===== src/rtl/cordic_seq_ctrl.sv =====
// Sequencing controller for the iterative CORDIC datapath.
// Steps one shared add/subtract unit through the X, Y and Z updates of each
// iteration, selects the quadrant-corrected result, and guards every add/sub
// handshake with a timeout that ends the operation in an error state.
module cordic_seq_ctrl #(
  parameter int ITER_W   = 5,
  parameter int MAX_ITER = 24,
  parameter int TO_W     = 8
) (
  input  logic              clk,
  input  logic              reset,
  input  logic              start,
  input  logic              ack,
  input  logic              op,
  input  logic              mode,
  input  logic [1:0]        region,
  input  logic [ITER_W-1:0] n_iter,
  input  logic              au_ready,
  output logic              busy,
  output logic              done,
  output logic              error,
  output logic              au_start,
  output logic              au_ack,
  output logic [ITER_W-1:0] iter_idx,
  output logic [1:0]        var_sel,
  output logic              first_sel,
  output logic              sign_src,
  output logic              en_in,
  output logic              en_stage,
  output logic              en_shift,
  output logic              en_x,
  output logic              en_y,
  output logic              en_z,
  output logic              en_res,
  output logic              en_out,
  output logic [1:0]        out_sel,
  output logic              out_neg
);

  typedef enum logic [3:0] {
    IDLE, LOAD, PREP, SHIFT, ISSUE, WAIT, NEXT, FINAL, OUT, DONE, ERR
  } state_t;

  // The iteration count is stored as N-1 so that N = 2**ITER_W still fits.
  localparam logic [ITER_W:0]   MAX_N    = (ITER_W+1)'(MAX_ITER);
  localparam logic [ITER_W-1:0] MAX_LAST = ITER_W'(MAX_ITER - 1);
  // One step below all-ones: the increment that would reach all-ones ends in ERR.
  localparam logic [TO_W-1:0]   TO_LAST  = {{(TO_W-1){1'b1}}, 1'b0};

  state_t            state_q, state_d;
  logic [ITER_W-1:0] iter_q;
  logic [ITER_W-1:0] n_last_q;
  logic [ITER_W-1:0] n_last_d;
  logic [1:0]        var_q;
  logic [TO_W-1:0]   to_cnt_q;
  logic              op_q;
  logic              mode_q;
  logic [1:0]        region_q;
  logic [1:0]        out_sel_q, out_sel_d;
  logic              out_neg_q, out_neg_d;

  // Control strobes from the FSM to the counter/latch registers.
  logic take_start;
  logic cnt_clr;
  logic cnt_inc;
  logic var_inc;
  logic var_clr;
  logic iter_inc;
  logic load_out;
  logic clr_out;

  // Clamp the requested iteration count to 1..MAX_ITER, expressed as N-1.
  always_comb begin
    if (n_iter == '0) begin
      n_last_d = '0;
    end else if ({1'b0, n_iter} > MAX_N) begin
      n_last_d = MAX_LAST;
    end else begin
      n_last_d = n_iter - ITER_W'(1);
    end
  end

  // Quadrant-corrected result selection from the latched op, mode and region.
  always_comb begin
    out_sel_d = 2'b10;
    out_neg_d = 1'b0;
    if (!mode_q) begin
      if (!op_q) begin
        out_sel_d = (region_q == 2'b00 || region_q == 2'b11) ? 2'b00 : 2'b01;
        out_neg_d = region_q[1] ^ region_q[0];
      end else begin
        out_sel_d = (region_q == 2'b00 || region_q == 2'b11) ? 2'b01 : 2'b00;
        out_neg_d = region_q[1];
      end
    end
  end

  // FSM state register.
  always_ff @(posedge clk) begin
    // NOTE: every clocked assignment is non-blocking so all registers update
    // from the same pre-edge values regardless of statement order.
    if (reset) begin
      state_q <= IDLE;
    end else begin
      state_q <= state_d;
    end
  end

  // Next-state decode and per-state output strobes.
  always_comb begin
    // NOTE: every output of this block is given a default first; a path that
    // left one unassigned would infer a latch.
    state_d    = state_q;
    take_start = 1'b0;
    cnt_clr    = 1'b0;
    cnt_inc    = 1'b0;
    var_inc    = 1'b0;
    var_clr    = 1'b0;
    iter_inc   = 1'b0;
    load_out   = 1'b0;
    clr_out    = 1'b0;
    au_start   = 1'b0;
    au_ack     = 1'b0;
    first_sel  = 1'b0;
    en_in      = 1'b0;
    en_stage   = 1'b0;
    en_shift   = 1'b0;
    en_x       = 1'b0;
    en_y       = 1'b0;
    en_z       = 1'b0;
    en_res     = 1'b0;
    en_out     = 1'b0;
    busy       = 1'b1;
    done       = 1'b0;
    error      = 1'b0;
    case (state_q)
      IDLE: begin
        busy = 1'b0;
        if (start) begin
          take_start = 1'b1;
          en_in      = 1'b1;
          state_d    = LOAD;
        end
      end
      LOAD: begin
        en_in   = 1'b1;
        state_d = PREP;
      end
      PREP: begin
        en_stage  = 1'b1;
        first_sel = (iter_q != '0);
        state_d   = SHIFT;
      end
      SHIFT: begin
        en_shift = 1'b1;
        state_d  = ISSUE;
      end
      ISSUE: begin
        au_start = 1'b1;
        cnt_clr  = 1'b1;
        state_d  = WAIT;
      end
      WAIT: begin
        // A result arriving on the terminal-count cycle still wins.
        if (au_ready) begin
          au_ack = 1'b1;
          en_x   = (var_q == 2'd0);
          en_y   = (var_q == 2'd1);
          en_z   = (var_q == 2'd2);
          state_d = NEXT;
        end else if (to_cnt_q == TO_LAST) begin
          state_d = ERR;
        end else begin
          cnt_inc = 1'b1;
        end
      end
      NEXT: begin
        if (var_q != 2'd2) begin
          var_inc = 1'b1;
          state_d = ISSUE;
        end else begin
          var_clr = 1'b1;
          if (iter_q == n_last_q) begin
            load_out = 1'b1;
            state_d  = FINAL;
          end else begin
            iter_inc = 1'b1;
            state_d  = PREP;
          end
        end
      end
      FINAL: begin
        en_res  = 1'b1;
        state_d = OUT;
      end
      OUT: begin
        en_out  = 1'b1;
        state_d = DONE;
      end
      DONE: begin
        busy = 1'b0;
        done = 1'b1;
        if (ack) begin
          clr_out = 1'b1;
          state_d = IDLE;
        end
      end
      ERR: begin
        busy  = 1'b0;
        done  = 1'b1;
        error = 1'b1;
        if (ack) begin
          clr_out = 1'b1;
          state_d = IDLE;
        end
      end
      default: begin
        busy    = 1'b0;
        state_d = IDLE;
      end
    endcase
  end

  // Operation latches, iteration/variable indices, timeout counter and result select.
  always_ff @(posedge clk) begin
    if (reset) begin
      op_q      <= 1'b0;
      mode_q    <= 1'b0;
      region_q  <= 2'b00;
      n_last_q  <= '0;
      iter_q    <= '0;
      var_q     <= 2'd0;
      to_cnt_q  <= '0;
      out_sel_q <= 2'b00;
      out_neg_q <= 1'b0;
    end else begin
      if (take_start) begin
        op_q     <= op;
        mode_q   <= mode;
        region_q <= region;
        n_last_q <= n_last_d;
        iter_q   <= '0;
        var_q    <= 2'd0;
      end else begin
        if (var_inc) begin
          var_q <= var_q + 2'd1;
        end else if (var_clr) begin
          var_q <= 2'd0;
        end
        if (iter_inc) begin
          iter_q <= iter_q + ITER_W'(1);
        end
      end
      if (cnt_clr) begin
        to_cnt_q <= '0;
      end else if (cnt_inc) begin
        to_cnt_q <= to_cnt_q + TO_W'(1);
      end
      if (load_out) begin
        out_sel_q <= out_sel_d;
        out_neg_q <= out_neg_d;
      end else if (clr_out) begin
        out_sel_q <= 2'b00;
        out_neg_q <= 1'b0;
      end
    end
  end

  assign iter_idx = iter_q;
  assign var_sel  = var_q;
  assign sign_src = mode_q;
  assign out_sel  = out_sel_q;
  assign out_neg  = out_neg_q;

endmodule


===== config.mk =====
export PLATFORM = sky130hd
export DESIGN_NAME = cordic_seq_ctrl
export DESIGN_NICKNAME = d
export VERILOG_FILES = /design/src/rtl/cordic_seq_ctrl.sv
export SDC_FILE = /design/constraint.sdc
export NUM_CORES = 1
export LEC_CHECK = 0
export CORE_MARGIN = 10
export CORE_UTILIZATION = 40
export CTS_BUF_LIST = sky130_fd_sc_hd__clkbuf_4
export DETAILED_ROUTE_END_ITERATION = 10
export HOLD_SLACK_MARGIN = 0.02
export PLACE_DENSITY = 0.7
export REMOVE_ABC_BUFFERS = 1
export SLEW_MARGIN = 30
export SYNTH_ARGS = -nofsm -noshare
export SYNTH_HDL_FRONTEND = slang
export SYNTH_SLANG_ARGS = --single-unit

===== constraint.sdc =====
create_clock -name clk -period 1.95 [get_ports clk]
set_input_delay 0.39 -clock clk [delete_from_list [all_inputs] [get_ports clk]]
set_output_delay 0.39 -clock clk [all_outputs]
set_load 0.005 [all_outputs]

==> results.tsv <==
metric	value	unit
hold path start	to_cnt_q[7]	
Ports	39	
Critical Path Source	state_q[2]	
WHS	479.5	ps
Core ar.	0.004755	mm^2
grt ovf	0	
DR pass1 iterations	4	
via count	1867	
min-delay worst type	reg -> reg	
Worst setup SP type	flip-flop	
area grow syn2layout	41.29	%
Yosys top cell by area	dfxtp_1	
IO Port Bufs	38	
worst flop-to-flop path startpoint	state_q[2]	
final net count	329	
Initial Utilization	0.4137	
share of layout cells above drive strength 1	0.2248	
GP Congestion	0.7791	
worst setup path end	out_neg	
Clock transition at path regs	100	ps
final critical-path required period	1851	ps
placed cell areas	0.002626	mm^2
Slew @ Worst Pin	531.0	ps
Detailed Place HPWL	3794	um
Die W	90.12	um
Yosys reg bits	31	
Final Max Slew Viols	0	
Syn. warnings	0	
critical path type	reg -> reg	
Synth async-reset ratio	0	
Skew-Pair Late Insertion Delay	340	ps
Die Y	90.12	um
WL/cell	13.11	um
placement row count	25	
EDFF count, synth	0	
Num CTS Buffers	5	
status	complete, no violations	
die area	0.008122	mm^2
maximum root-to-sink buffer count	2	
Tcrit/Tclk final	0.9493	
WL final	4902	um
Max-slew headroom	0.6453	
vias in the first global route	1997	
distinct cell type count after synthesis	49	
H-tree Lvls	2	
Worst Skew	11.40	ps
reg2reg path depth	6	
Post-Syn Area per Cell	8.264	um^2
Critical Path Sink Type	flip-flop	
final instance area	0.002779	mm^2
Remaining DRCs	0	
antenna viol nets, final	0	
largest net degree at the start of global routing	18	
ys flop type	dfxtp_1	
1st-iter DRT viols	55	
setup slack, reg-to-reg	100	ps
Critical Path Fanout Max	9	
r2r endpoint	out_neg	
All-Layer GR Usage	0.1238	
Max-cap violations	0	
CP Data Arrival Time	2120	ps
worst vdd ir	0.4051	mV
first-pass GRT wire length	8721	um
post-synthesis cell area	0.001967	mm^2
TritonCTS clock tree	built	
Synth area leaders	dfxtp_1 (32%), ha_1 (5.7%), mux2i_1 (5.6%), nor2_1 (4.0%), a21oi_1 (3.8%)	
post-synthesis cell count	238	
CP required	2220	ps
Lkg Pwr	1.206	nW
initial antenna violation count	0	
sequential-to-total area share from yosys stat	0.3155	
count of final hold-check violations	0	
Fmax	0.5402	GHz
share of the synthesized area in the top cell type	0.3155	
Vias/cell	4.992	
Cell Pwr Density	759.2	mW/mm^2
Ant. Diodes	0	
CTS sink cnt	31	
# hold bufs at CTS	0	
Setup violations, final	0	
CTS root buffer	clkbuf_4	
==> worst min-delay path by stage <==
| stage | to | slack, ps | cells past startpoint |
|---|---|---|---|
| after floorplan | to_cnt_q[7] | 440 | 2 |
| after global placement | to_cnt_q[7] | 460 | 2 |
| after detailed placement | to_cnt_q[7] | 470 | 2 |
| after CTS | to_cnt_q[7] | 480 | 2 |
| after global routing | to_cnt_q[7] | 530 | 2 |
| final | to_cnt_q[7] | 480 | 2 |
==> cells in the final DEF (no fill, tap or decap), types with 4 or more instances in the layout <==
| master | netlist | layout |
|---|---|---|
| xor2_1 | 8 | 8 |
| a31oi_1 | 4 | 4 |
| nor2_1 | 21 | 17 |
| xnor2_1 | 8 | 8 |
| nor3_2 | 0 | 4 |
| mux2i_1 | 11 | 11 |
| nor2b_1 | 5 | 5 |
| inv_1 | 14 | 13 |
| clkbuf_4 | 0 | 5 |
| or3_1 | 5 | 5 |
| dlygate4sd2_1 | 0 | 10 |
| a21oi_1 | 15 | 14 |
| buf_4 | 1 | 33 |
| and2_1 | 4 | 4 |
| clkdlybuf4s50_1 | 0 | 23 |
| nand2b_1 | 8 | 8 |
| ha_1 | 9 | 9 |
| a22o_1 | 4 | 4 |
| dfxtp_1 | 31 | 25 |
| o21ai_0 | 12 | 11 |
| dfxtp_2 | 0 | 4 |
| nand2_1 | 17 | 17 |
| nand3_1 | 9 | 9 |
==> through the flow <==
| stage | TNS (ps) | cells | total power, mW | setup slack [ps] | util |
|---|---|---|---|---|---|
| 5_1_grt | -0.7159 | 374 | 2.272 | -0.7159 | 0.5845 |
| 2_1_floorplan | 0 | 227 | 1.229 | 147.8 | - |
| 3_3_place_gp | -987.1 | 363 | 1.666 | -252.6 | 0.5524 |
| 4_1_cts | -525.2 | 372 | 2.063 | -225.3 | 0.5721 |
| 3_5_place_dp | -1119 | 363 | 1.682 | -288.2 | 0.5524 |
| 6_report | 0 | 374 | 2.110 | 98.80 | 0.5845 |
==> critical path, cell delays in order, from the launching register on <==
cell and delay, ps:
dfxtp_4 410, buf_4 190, buf_4 130, and4bb_1 210, nand4bb_1 180, or4_1 500, a21oi_1 140
==> per-layer routing <==
layer,vias to the layer above,wire length (um),global-route usage
li1,977,-,-
met1,857,2144,0.1349
met2,28,2457,0.2209
met3,5,250,0.04489
met4,0,51,0.03183
met5,-,0,0
==> sequential cells by signal, summed over array words and instances (netlist names) <==
name and count:
n_last_q 5, region_q 2, var_sel 2, sign_src 1, state_q 4, iter_idx 5
out_neg 1, op_q 1, out_sel 2, to_cnt_q 8
==> cell families (layout without fill, tap and decap cells) <==
group / after synthesis / in the layout / synth area share
fa+ha+maj: 10 / 10 / 0.06234
mux: 11 / 11 / 0.05598
compound gates: 48 / 48 / 0.1648
buf+inv: 25 / 94 / 0.05216
flops: 31 / 31 / 0.3155
xor+xnor: 16 / 16 / 0.07125
simple gates: 97 / 97 / 0.2780
==> area by class of cell <==
type / instances / area [um^2]
fillers: 449 / 1976
multi-input cells: 182 / 1318
repair buffers: 72 / 639.4
flip-flops and latches: 31 / 633.1
well taps: 67 / 83.83
inverters: 14 / 52.55
clock buffers: 5 / 37.54
clock inverters: 3 / 15.01
==> timing repair <==
action                                 4_1_cts  5_1_grt
setup endpoints to repair                   14        6
gates resized for setup                     26       17
buffers inserted                             1        2
endpoints found under the hold margin        0        0
==> power breakdown <==
| part | internal, mW | switching (mW) |
|---|---|---|
| Clock | 0.134 | 0.230 |
| Combinational | 0.512 | 0.465 |
| Sequential | 0.704 | 0.0652 |
==> Yosys cell counts, types with 2 or more instances <==
cell,instances
a211oi_1,3
a21oi_1,15
a22o_1,4
a311oi_1,2
a31oi_1,4
and2_1,4
and3_1,3
buf_2,3
clkbuf_1,6
dfxtp_1,31
ha_1,9
inv_1,14
mux2i_1,11
nand2_1,17
nand2b_1,8
nand3_1,9
nor2_1,21
nor2b_1,5
nor3_1,7
o21ai_0,12
or3_1,5
or4_1,3
or4bb_1,2
xnor2_1,8
xor2_1,8
Note: power is estimated with default switching activity, not from simulation.
